===== config.mk =====
export PLATFORM = sky130hd
export DESIGN_NAME = alu_issue_wb
export DESIGN_NICKNAME = d
export VERILOG_FILES = /design/src/rtl/alu_issue_wb.sv
export SDC_FILE = /design/constraint.sdc
export NUM_CORES = 1
export LEC_CHECK = 0
export BUFFER_PORTS_ARGS = -buffer_cell sky130_fd_sc_hd__buf_2
export CORE_MARGIN = 4
export CORE_UTILIZATION = 46
export CTS_CLUSTER_SIZE = 25
export DETAILED_ROUTE_END_ITERATION = 8
export PLACE_DENSITY_LB_ADDON = 0.08
export SYNTH_ARGS = -nofsm -noshare
export SYNTH_HDL_FRONTEND = slang
export SYNTH_SLANG_ARGS = --single-unit
export TNS_END_PERCENT = 30

===== constraint.sdc =====
create_clock -name clk -period 5.25 [get_ports clk]
set_input_delay 0.525 -clock clk [delete_from_list [all_inputs] [get_ports clk]]
set_output_delay 0.525 -clock clk [all_outputs]
set_load 0.01 [all_outputs]

===== src/rtl/alu_issue_wb.sv =====
// alu_issue_wb: issue/writeback sequencer wrapped around a combinational ALU.
// It accepts one request at a time and drives its opcode and operands onto the
// ALU. After a programmable settle window it captures the 64-bit result, then
// retires it as one GPR beat, or as a HI beat followed by a LO beat for
// mul/div.
//
// state    | meaning
// IDLE     | waiting for a request (blocked once halted)
// SETTLE   | ALU inputs held, settle counter running down
// DISPATCH | classify the captured opcode, arm the first writeback beat
// WB_GPR   | single GPR beat pending
// WB_HI    | HI beat of mul/div pending
// WB_LO    | LO beat of mul/div pending
module alu_issue_wb #(
  parameter int SETTLE_CYCLES = 2,
  parameter int RD_W          = 4
) (
  input  logic            clk,
  input  logic            clear,
  input  logic            req_valid,
  output logic            req_ready,
  input  logic [4:0]      req_opcode,
  input  logic [31:0]     req_a,
  input  logic [31:0]     req_b,
  input  logic [RD_W-1:0] req_rd,
  output logic [4:0]      alu_opcode,
  output logic [31:0]     alu_a,
  output logic [31:0]     alu_b,
  input  logic [63:0]     alu_c,
  output logic            wb_valid,
  input  logic            wb_ready,
  output logic [1:0]      wb_sel,
  output logic [RD_W-1:0] wb_addr,
  output logic [31:0]     wb_data,
  output logic            halted,
  output logic            op_err,
  output logic            busy
);

  localparam logic [2:0] IDLE     = 3'd0;
  localparam logic [2:0] SETTLE   = 3'd1;
  localparam logic [2:0] DISPATCH = 3'd2;
  localparam logic [2:0] WB_GPR   = 3'd3;
  localparam logic [2:0] WB_HI    = 3'd4;
  localparam logic [2:0] WB_LO    = 3'd5;

  localparam logic [4:0] OP_NOP      = 5'b11001;
  localparam logic [3:0] CNT_INIT    = 4'(SETTLE_CYCLES - 1);

  localparam logic [1:0] SEL_GPR = 2'd0;
  localparam logic [1:0] SEL_HI  = 2'd1;
  localparam logic [1:0] SEL_LO  = 2'd2;

  logic [2:0]      r_state;
  logic [3:0]      r_cnt;
  logic [63:0]     r_z;
  logic [4:0]      r_alu_opcode;
  logic [31:0]     r_alu_a;
  logic [31:0]     r_alu_b;
  logic [RD_W-1:0] r_rd;
  logic            r_wb_valid;
  logic [1:0]      r_wb_sel;
  logic [RD_W-1:0] r_wb_addr;
  logic [31:0]     r_wb_data;
  logic            r_halted;
  logic            r_op_err;

  logic w_req_ready;
  logic w_accept;
  logic w_wb_fire;
  logic w_to_hi;
  logic w_no_wb;
  logic w_halt;
  logic w_undef;

  assign w_req_ready = (r_state == IDLE) && !r_halted;
  assign w_accept    = req_valid && w_req_ready;
  assign w_wb_fire   = r_wb_valid && wb_ready;

  // Classify the opcode held on the ALU inputs; only consulted in DISPATCH.
  always_comb begin
    w_to_hi = 1'b0;
    w_no_wb = 1'b0;
    w_halt  = 1'b0;
    w_undef = 1'b0;
    case (r_alu_opcode)
      5'b01110, 5'b01111:                         w_to_hi = 1'b1;
      5'b00010, 5'b10010, 5'b10011, 5'b10110,
      5'b11001:                                   w_no_wb = 1'b1;
      5'b11010:                                   w_halt  = 1'b1;
      5'b11011, 5'b11100, 5'b11101, 5'b11110,
      5'b11111:                                   w_undef = 1'b1;
      default: ;
    endcase
  end

  // Sequencer state, settle counter, ALU input registers and result capture.
  always_ff @(posedge clk or posedge clear) begin
    if (clear) begin
      r_state      <= IDLE;
      r_cnt        <= 4'd0;
      r_z          <= 64'd0;
      r_alu_opcode <= OP_NOP;
      r_alu_a      <= 32'd0;
      r_alu_b      <= 32'd0;
      r_rd         <= '0;
    end else begin
      case (r_state)
        IDLE: begin
          if (w_accept) begin
            r_alu_opcode <= req_opcode;
            r_alu_a      <= req_a;
            r_alu_b      <= req_b;
            r_rd         <= req_rd;
            r_cnt        <= CNT_INIT;
            r_state      <= SETTLE;
          end
        end
        SETTLE: begin
          if (r_cnt == 4'd0) begin
            r_z     <= alu_c;
            r_state <= DISPATCH;
          end else begin
            r_cnt <= r_cnt - 4'd1;
          end
        end
        DISPATCH: begin
          if (w_to_hi)
            r_state <= WB_HI;
          else if (w_no_wb || w_halt || w_undef)
            r_state <= IDLE;
          else
            r_state <= WB_GPR;
        end
        WB_GPR:  if (w_wb_fire) r_state <= IDLE;
        WB_HI:   if (w_wb_fire) r_state <= WB_LO;
        WB_LO:   if (w_wb_fire) r_state <= IDLE;
        default: r_state <= IDLE;
      endcase
    end
  end

  // Registered writeback beat; fields only change on arming or on a handshake.
  always_ff @(posedge clk or posedge clear) begin
    if (clear) begin
      r_wb_valid <= 1'b0;
      r_wb_sel   <= SEL_GPR;
      r_wb_addr  <= '0;
      r_wb_data  <= 32'd0;
    end else begin
      case (r_state)
        DISPATCH: begin
          if (w_to_hi) begin
            r_wb_valid <= 1'b1;
            r_wb_sel   <= SEL_HI;
            r_wb_data  <= r_z[63:32];
          end else if (!(w_no_wb || w_halt || w_undef)) begin
            r_wb_valid <= 1'b1;
            r_wb_sel   <= SEL_GPR;
            r_wb_addr  <= r_rd;
            r_wb_data  <= r_z[31:0];
          end
        end
        WB_HI: begin
          if (w_wb_fire) begin
            r_wb_sel  <= SEL_LO;
            r_wb_data <= r_z[31:0];
          end
        end
        WB_GPR, WB_LO: begin
          if (w_wb_fire) r_wb_valid <= 1'b0;
        end
        default: ;
      endcase
    end
  end

  // Sticky halt and undefined-opcode flags, released only by clear.
  always_ff @(posedge clk or posedge clear) begin
    if (clear) begin
      r_halted <= 1'b0;
      r_op_err <= 1'b0;
    end else if (r_state == DISPATCH) begin
      if (w_halt)  r_halted <= 1'b1;
      if (w_undef) r_op_err <= 1'b1;
    end
  end

  assign req_ready  = w_req_ready;
  assign busy       = (r_state != IDLE);
  assign alu_opcode = r_alu_opcode;
  assign alu_a      = r_alu_a;
  assign alu_b      = r_alu_b;
  assign wb_valid   = r_wb_valid;
  assign wb_sel     = r_wb_sel;
  assign wb_addr    = r_wb_addr;
  assign wb_data    = r_wb_data;
  assign halted     = r_halted;
  assign op_err     = r_op_err;

endmodule


==> results of run 1 <==
[where the power goes]
part | internal (mW) | switching (mW) | total, mW
logic | 1.45 | 1.01 | 2.46
registers | 2.16 | 0.419 | 2.58
clock network | 0.684 | 0.583 | 1.27
[sequential cells by signal, summed over array words and instances, names as in the netlist]
name        count
wb_sel          2
wb_addr         4
wb_valid        1
r_z            64
r_rd            4
wb_data        32
alu_a          32
op_err          1
r_state         3
alu_opcode      5
halted          1
r_cnt           4
alu_b          32
[metal layers]
layer | wire length (um) | track usage
met2 | 8200 | 0.294
met3 | 1470 | 0.0832
met4 | 222 | 0.0551
met1 | 7100 | 0.228
met5 | 46 | 0
[worst register-to-register path: stages (launching register included)]
cell and delay (ps):
dfrtp_1 410, inv_1 90, ha_1 180, or3b_1 480
or4b_4 980, mux2_4 550
[cell usage in the layout, fill, tap and decap left out, drive strengths merged, types with 3 or more instances in the layout]
| cell | netlist | layout |
|---|---|---|
| a21oi | 5 | 5 |
| a22o | 3 | 3 |
| buf | 18 | 255 |
| clkbuf | 8 | 19 |
| clkinv | 0 | 4 |
| dfrtp | 182 | 182 |
| dfstp | 3 | 3 |
| inv | 6 | 12 |
| mux2 | 206 | 206 |
| nand2 | 6 | 6 |
| nand3 | 4 | 4 |
| nor2 | 4 | 4 |
| nor2b | 3 | 3 |
| nor3 | 3 | 3 |
| o21ai | 8 | 8 |
[kinds of logic after synthesis]
group                    count (synthesis)  share of synthesized area
multiplexers                           207                      0.328
flip-flops                             185                      0.594
buffers and inverters                   32                     0.0306
AND/OR/NAND/NOR                         31                     0.0229
AO/OA/AOI/OAI                           28                     0.0234
adder cells (fa/ha/maj)                  1                    0.00160
[worst paths after layout]
check,to,slack (ps),from,cells past startpoint
min,alu_b[4],320,req_b[4],2
max,r_z[2],2440,r_cnt[0],5
max reg2reg,r_z[2],2440,r_cnt[0],5
min in group asynchronous,wb_valid,390,clear,3
min reg2reg,op_err,490,op_err,1
max in group asynchronous,r_z[31],4160,clear,3
[per-stage QoR]
stage | util | hold WS [ps]
2_1_floorplan | - | 474
3_3_place_gp | 0.553 | 468
3_5_place_dp | 0.553 | 462
4_1_cts | 0.588 | 295
5_1_grt | 0.588 | 292
6_report | 0.588 | 316
[area by class of cell]
cell class / count / area share
Antenna cell: 1 / 0.000257
Clock buffer: 19 / 0.0454
Clock inverter: 13 / 0.0140
Inverter: 6 / 0.00269
Multi-Input combinational cell: 267 / 0.302
Sequential cell: 185 / 0.475
Tap cell: 220 / 0.0282
Timing Repair Buffer: 255 / 0.133
==> flow_metrics.env, run 1 <==
export IMPL_clk_latency_ps=430
export IMPL_die_height_um=138
export IMPL_crit_slowest_cell="or4b_4"
export IMPL_num_vias=4823
export IMPL_dieWidth_um=138
export IMPL_place_congestion=0.778
export IMPL_p_leak_nw=4.84
export IMPL_ys_seq_elements=185
export IMPL_total_power_mw=6.32
export IMPL_grt_antenna_before_repair=3
export IMPL_track_usage=0.185
export IMPL_setup_ws_ps=2440
export IMPL_skew_ps=8.91
export IMPL_crit_type="flip-flop to flip-flop"
export IMPL_die_area_sq_um=19100
export IMPL_fmax_mhz=355
export IMPL_clk_pin_slew_ps=70
export IMPL_syn_area_sq_um=7800
export IMPL_cp_start_kind="flip-flop"
export IMPL_start_util=0.470
export IMPL_drt_initial_drc_count=154
export IMPL_hold_viol_final=0
export IMPL_cts_tree="yes"
export IMPL_critical_path_buf_inv_count=1
export IMPL_yosysSeqAreaShare=0.594
export IMPL_clock_path_buffers=2
export IMPL_post_cts_buffers=0
export IMPL_num_rows=47
export IMPL_path_cells="inv_1 -> ha_1 -> or3b_1 -> or4b_4 -> mux2_4"
export IMPL_htreeDepth=4
export IMPL_maxCapViolCount=0
export IMPL_worst_pin_slew_ps=1230
export IMPL_netlist_instances=484
export IMPL_synth_area_per_cell_sq_um=16.1
export IMPL_final_cells=966
export IMPL_grt_pass1_wl_mm=28.3
export IMPL_cts_resized=0
export IMPL_peakVddDrop_uv=353
export IMPL_rsz0062_at_grt="false"
export IMPL_grt_max_degree=186
export IMPL_netlist_top_cells_area="dfrtp_1 (58%), mux2_2 (21%), mux2_4 (12%)"
export IMPL_hold_class="input port to flip-flop"
export IMPL_cpPeakStageDelay_ps=980
export IMPL_yosysMostFrequentCell="dfrtp_1"
export IMPL_drt_wl_total_mm=17.0
export IMPL_nFillCells=1382
export IMPL_ys_flop_type="dfrtp_1"
export IMPL_slew_violations=0
export IMPL_drive_above_1_share=0.671
export IMPL_cp_arrival_ps=3120
export IMPL_synth_common_cells="dfrtp_1 (182), mux2_2 (146), mux2_4 (60), buf_2 (11), clkbuf_1 (8)"
export IMPL_hold_buffers=0
export IMPL_antenna_left=0
export IMPL_async_flop_share=1.00
export IMPL_p_per_area_nw_per_um2=647
export IMPL_synth_edf_count=0
export IMPL_ioPinCount=253
export IMPL_cts_root_buf="clkbuf_16"
export IMPL_port_buffers=252
export IMPL_post_route_min_period_ps=2810
export IMPL_critPathTopFamily="simple AND/OR/NAND/NOR gates"
export IMPL_end_kind="flip-flop"
export IMPL_post_dp_cell_area_sq_um=9170
export IMPL_numCtsBuffers=17
export IMPL_min_period_over_period=0.536
export IMPL_seq_area_sq_um=4630
export IMPL_pre_cts_slack_ps=2480
export IMPL_finalSetupTns_ps=0
export IMPL_synthDistinctLibCells=39
export IMPL_crit_required_ps=5560
export IMPL_vias_per_cell=4.99
export IMPL_drc=0
export IMPL_synth_nets=626
export IMPL_dp_hpwl_mm=11.6
export IMPL_wl_per_cell_um=17.6
export IMPL_yosys_warnings=0
export IMPL_yosys_area_top_type="dfrtp_1"
export IMPL_final_net_count=874
export IMPL_cp_max_fo=64
export IMPL_drtPass1Iterations=4
export IMPL_slew_headroom=0.181
export IMPL_fp_coreArea_sq_um=16600
export IMPL_outcome="complete, no violations"
export IMPL_clock_sinks=185
export IMPL_overflow=0
export IMPL_synth_top_area_share=0.584
export IMPL_dp_cells=933
export IMPL_syn2layout_area_growth_pct=25.0
export IMPL_setup_viol=0
export IMPL_grt_pass1_vias=5392
export IMPL_final_area_sq_um=9750
export IMPL_multi_input_area_sq_um=2940
Power figures use the tool's default switching activity.
==> run 2: changes to the inputs <==
- clock period: 5.25 -> 2.45 ns (I/O delays scaled with it)
==> run 2 against run 1 <==
  * Clock skew increased by 6.5 ps
  * Hold slack got worse by 270 ps
  * Flip-flop and latch count stayed put
  * Cell area is 0.78% higher
  * Die area did not move
  * Largest cell class unchanged
  * Wire length is 1.4% higher
  * Sequential power grew 120%
  * Non-clock buffer count increased by 6
  * Core utilization up 0.46 points
  * Clock-buffer cell count unchanged
  * Highest routed layer unchanged
  * First-iteration DRC count increased by 41%
  * Combinational power up 120%
==> flow_metrics.env, run 2 (same netlist as run 1, synthesis figures left out) <==
export IMPL_outcome="complete, no violations"
export IMPL_drtPass1Iterations=4
export IMPL_min_path_cells=2
export IMPL_critical_path_buf_inv_count=2
export IMPL_drc=0
export IMPL_final_net_count=880
export IMPL_cp_arrival_ps=2600
export IMPL_cts_tree="yes"
export IMPL_regMostFlops="r_z"
export IMPL_track_usage=0.188
export IMPL_grt_pass1_wl_mm=28.8
export IMPL_drt_initial_drc_count=217
export IMPL_die_area_sq_um=19100
export IMPL_crit_required_ps=2750
export IMPL_hold_class="input port to flip-flop"
export IMPL_total_power_mw=13.5
export IMPL_worstHoldStart="alu_c[5]"
export IMPL_ioPinCount=253
export IMPL_port_buffers=252
export IMPL_cts_root_buf="clkbuf_16"
export IMPL_clk_pin_slew_ps=70
export IMPL_htreeDepth=4
export IMPL_antenna_left=0
export IMPL_fp_coreArea_sq_um=16600
export IMPL_pre_cts_slack_ps=149
export IMPL_utilization=0.593
export IMPL_clock_sinks=185
export IMPL_holdPathEnd="r_z[5]"
export IMPL_die_height_um=138
export IMPL_post_route_min_period_ps=2300
export IMPL_final_common_cell="buf_2"
export IMPL_dieWidth_um=138
export IMPL_dp_hpwl_mm=12.1
export IMPL_path_cells="inv_1 -> ha_1 -> or3b_1 -> or4b_4 -> buf_4 -> mux2_4"
export IMPL_crit_slowest_cell="or4b_4"
export IMPL_grt_pass1_vias=5396
export IMPL_slew_headroom=0.435
export IMPL_setup_viol=0
export IMPL_syn2layout_area_growth_pct=26.0
export IMPL_slew_violations=0
export IMPL_fmax_mhz=435
export IMPL_r2r_cells=6
export IMPL_crit_type="flip-flop to flip-flop"
export IMPL_start_util=0.470
export IMPL_clock_path_buffers=2
export IMPL_final_area_sq_um=9830
export IMPL_num_rows=47
export IMPL_overflow=0
export IMPL_min_period_over_period=0.938
export IMPL_maxCapViolCount=0
export IMPL_largest_reg_flops=64
export IMPL_reg2reg_slack_ps=150
export IMPL_nFillCells=1366
export IMPL_p_per_area_nw_per_um2=1370
export IMPL_vias_per_cell=5.00
export IMPL_rr_endpoint="r_z[55]"
export IMPL_drive_above_1_share=0.672
export IMPL_end_kind="flip-flop"
export IMPL_rr_startpoint="r_cnt[0]"
export IMPL_cp_start_kind="flip-flop"
export IMPL_critPathTopFamily="simple AND/OR/NAND/NOR gates"
export IMPL_wl_per_cell_um=17.8
export IMPL_p_leak_nw=4.87
export IMPL_post_dp_cell_area_sq_um=9260
export IMPL_cp_max_fo=20
export IMPL_drt_wl_total_mm=17.3
export IMPL_clk_latency_ps=420
export IMPL_cpPeakStageDelay_ps=510
export IMPL_setup_ws_ps=153
export IMPL_rsz0062_at_grt="false"
export IMPL_grt_max_degree=158
export IMPL_worst_pin_slew_ps=847
export IMPL_num_vias=4855
export IMPL_layout_common_cells="buf_2 (252), dfrtp_1 (182), mux2_2 (146)"
export IMPL_numCtsBuffers=17
export IMPL_post_cts_buffers=0
export IMPL_hold_viol_final=0
export IMPL_skew_ps=15.4
export IMPL_peakVddDrop_uv=694
export IMPL_place_congestion=0.789
export IMPL_grt_antenna_before_repair=5
[run 2: what timing repair did]
action,4_1_cts,5_1_grt
resized for setup,0,0
hold buffers,1,0
endpoints found under the hold margin,28,0
[run 2: how the worst max path moves through the flow]
stage,start,end,slack (ps),cells past startpoint
2_1_floorplan,clear,alu_a[0],-170,1
3_3_place_gp,r_cnt[0],r_z[21],230,6
3_5_place_dp,r_cnt[0],r_z[55],150,6
4_1_cts,r_cnt[0],r_z[55],140,6
5_1_grt,r_cnt[0],r_z[55],60,6
6_report,r_cnt[0],r_z[55],150,6
[run 2: cell type report]
class	instances	area, sq um	area share
Multi-Input combinational cell	267	2940	0.299
Timing Repair Buffer	261	1390	0.142
Antenna cell	1	2.50	0.000255
Clock buffer	19	443	0.0451
Tap cell	220	275	0.0280
Inverter	6	26.3	0.00267
Clock inverter	12	115	0.0117
Sequential cell	185	4630	0.471
[run 2: metal layers]
metal,vias up,share of wire,track usage,routed length [um]
li1,2219,-,-,-
met2,165,0.49,0.302,8500
met3,16,0.084,0.0860,1460
met4,8,0.010,0.0546,176
met5,-,0.0027,0,47
met1,2447,0.41,0.229,7100
[run 2: report_power, final]
part	total [mW]	internal (mW)	switching (mW)
sequential	5.55	4.64	0.906
combinational	5.35	3.15	2.19
clock	2.61	1.44	1.17
[run 2: worst register-to-register path, cell delays in order, from the launching register on]
cell and delay, ps:
dfrtp_1 410, inv_1 100, ha_1 180, or3b_1 370
or4b_4 510, buf_4 270, mux2_4 350
[run 2: per-stage QoR]
stage,hold WS (ps),setup TNS (ps),instances
2_1_floorplan,394,-31140,484
3_3_place_gp,383,0,938
3_5_place_dp,407,0,938
4_1_cts,28.1,0,970
5_1_grt,15.6,0,971
6_report,47.2,0,971
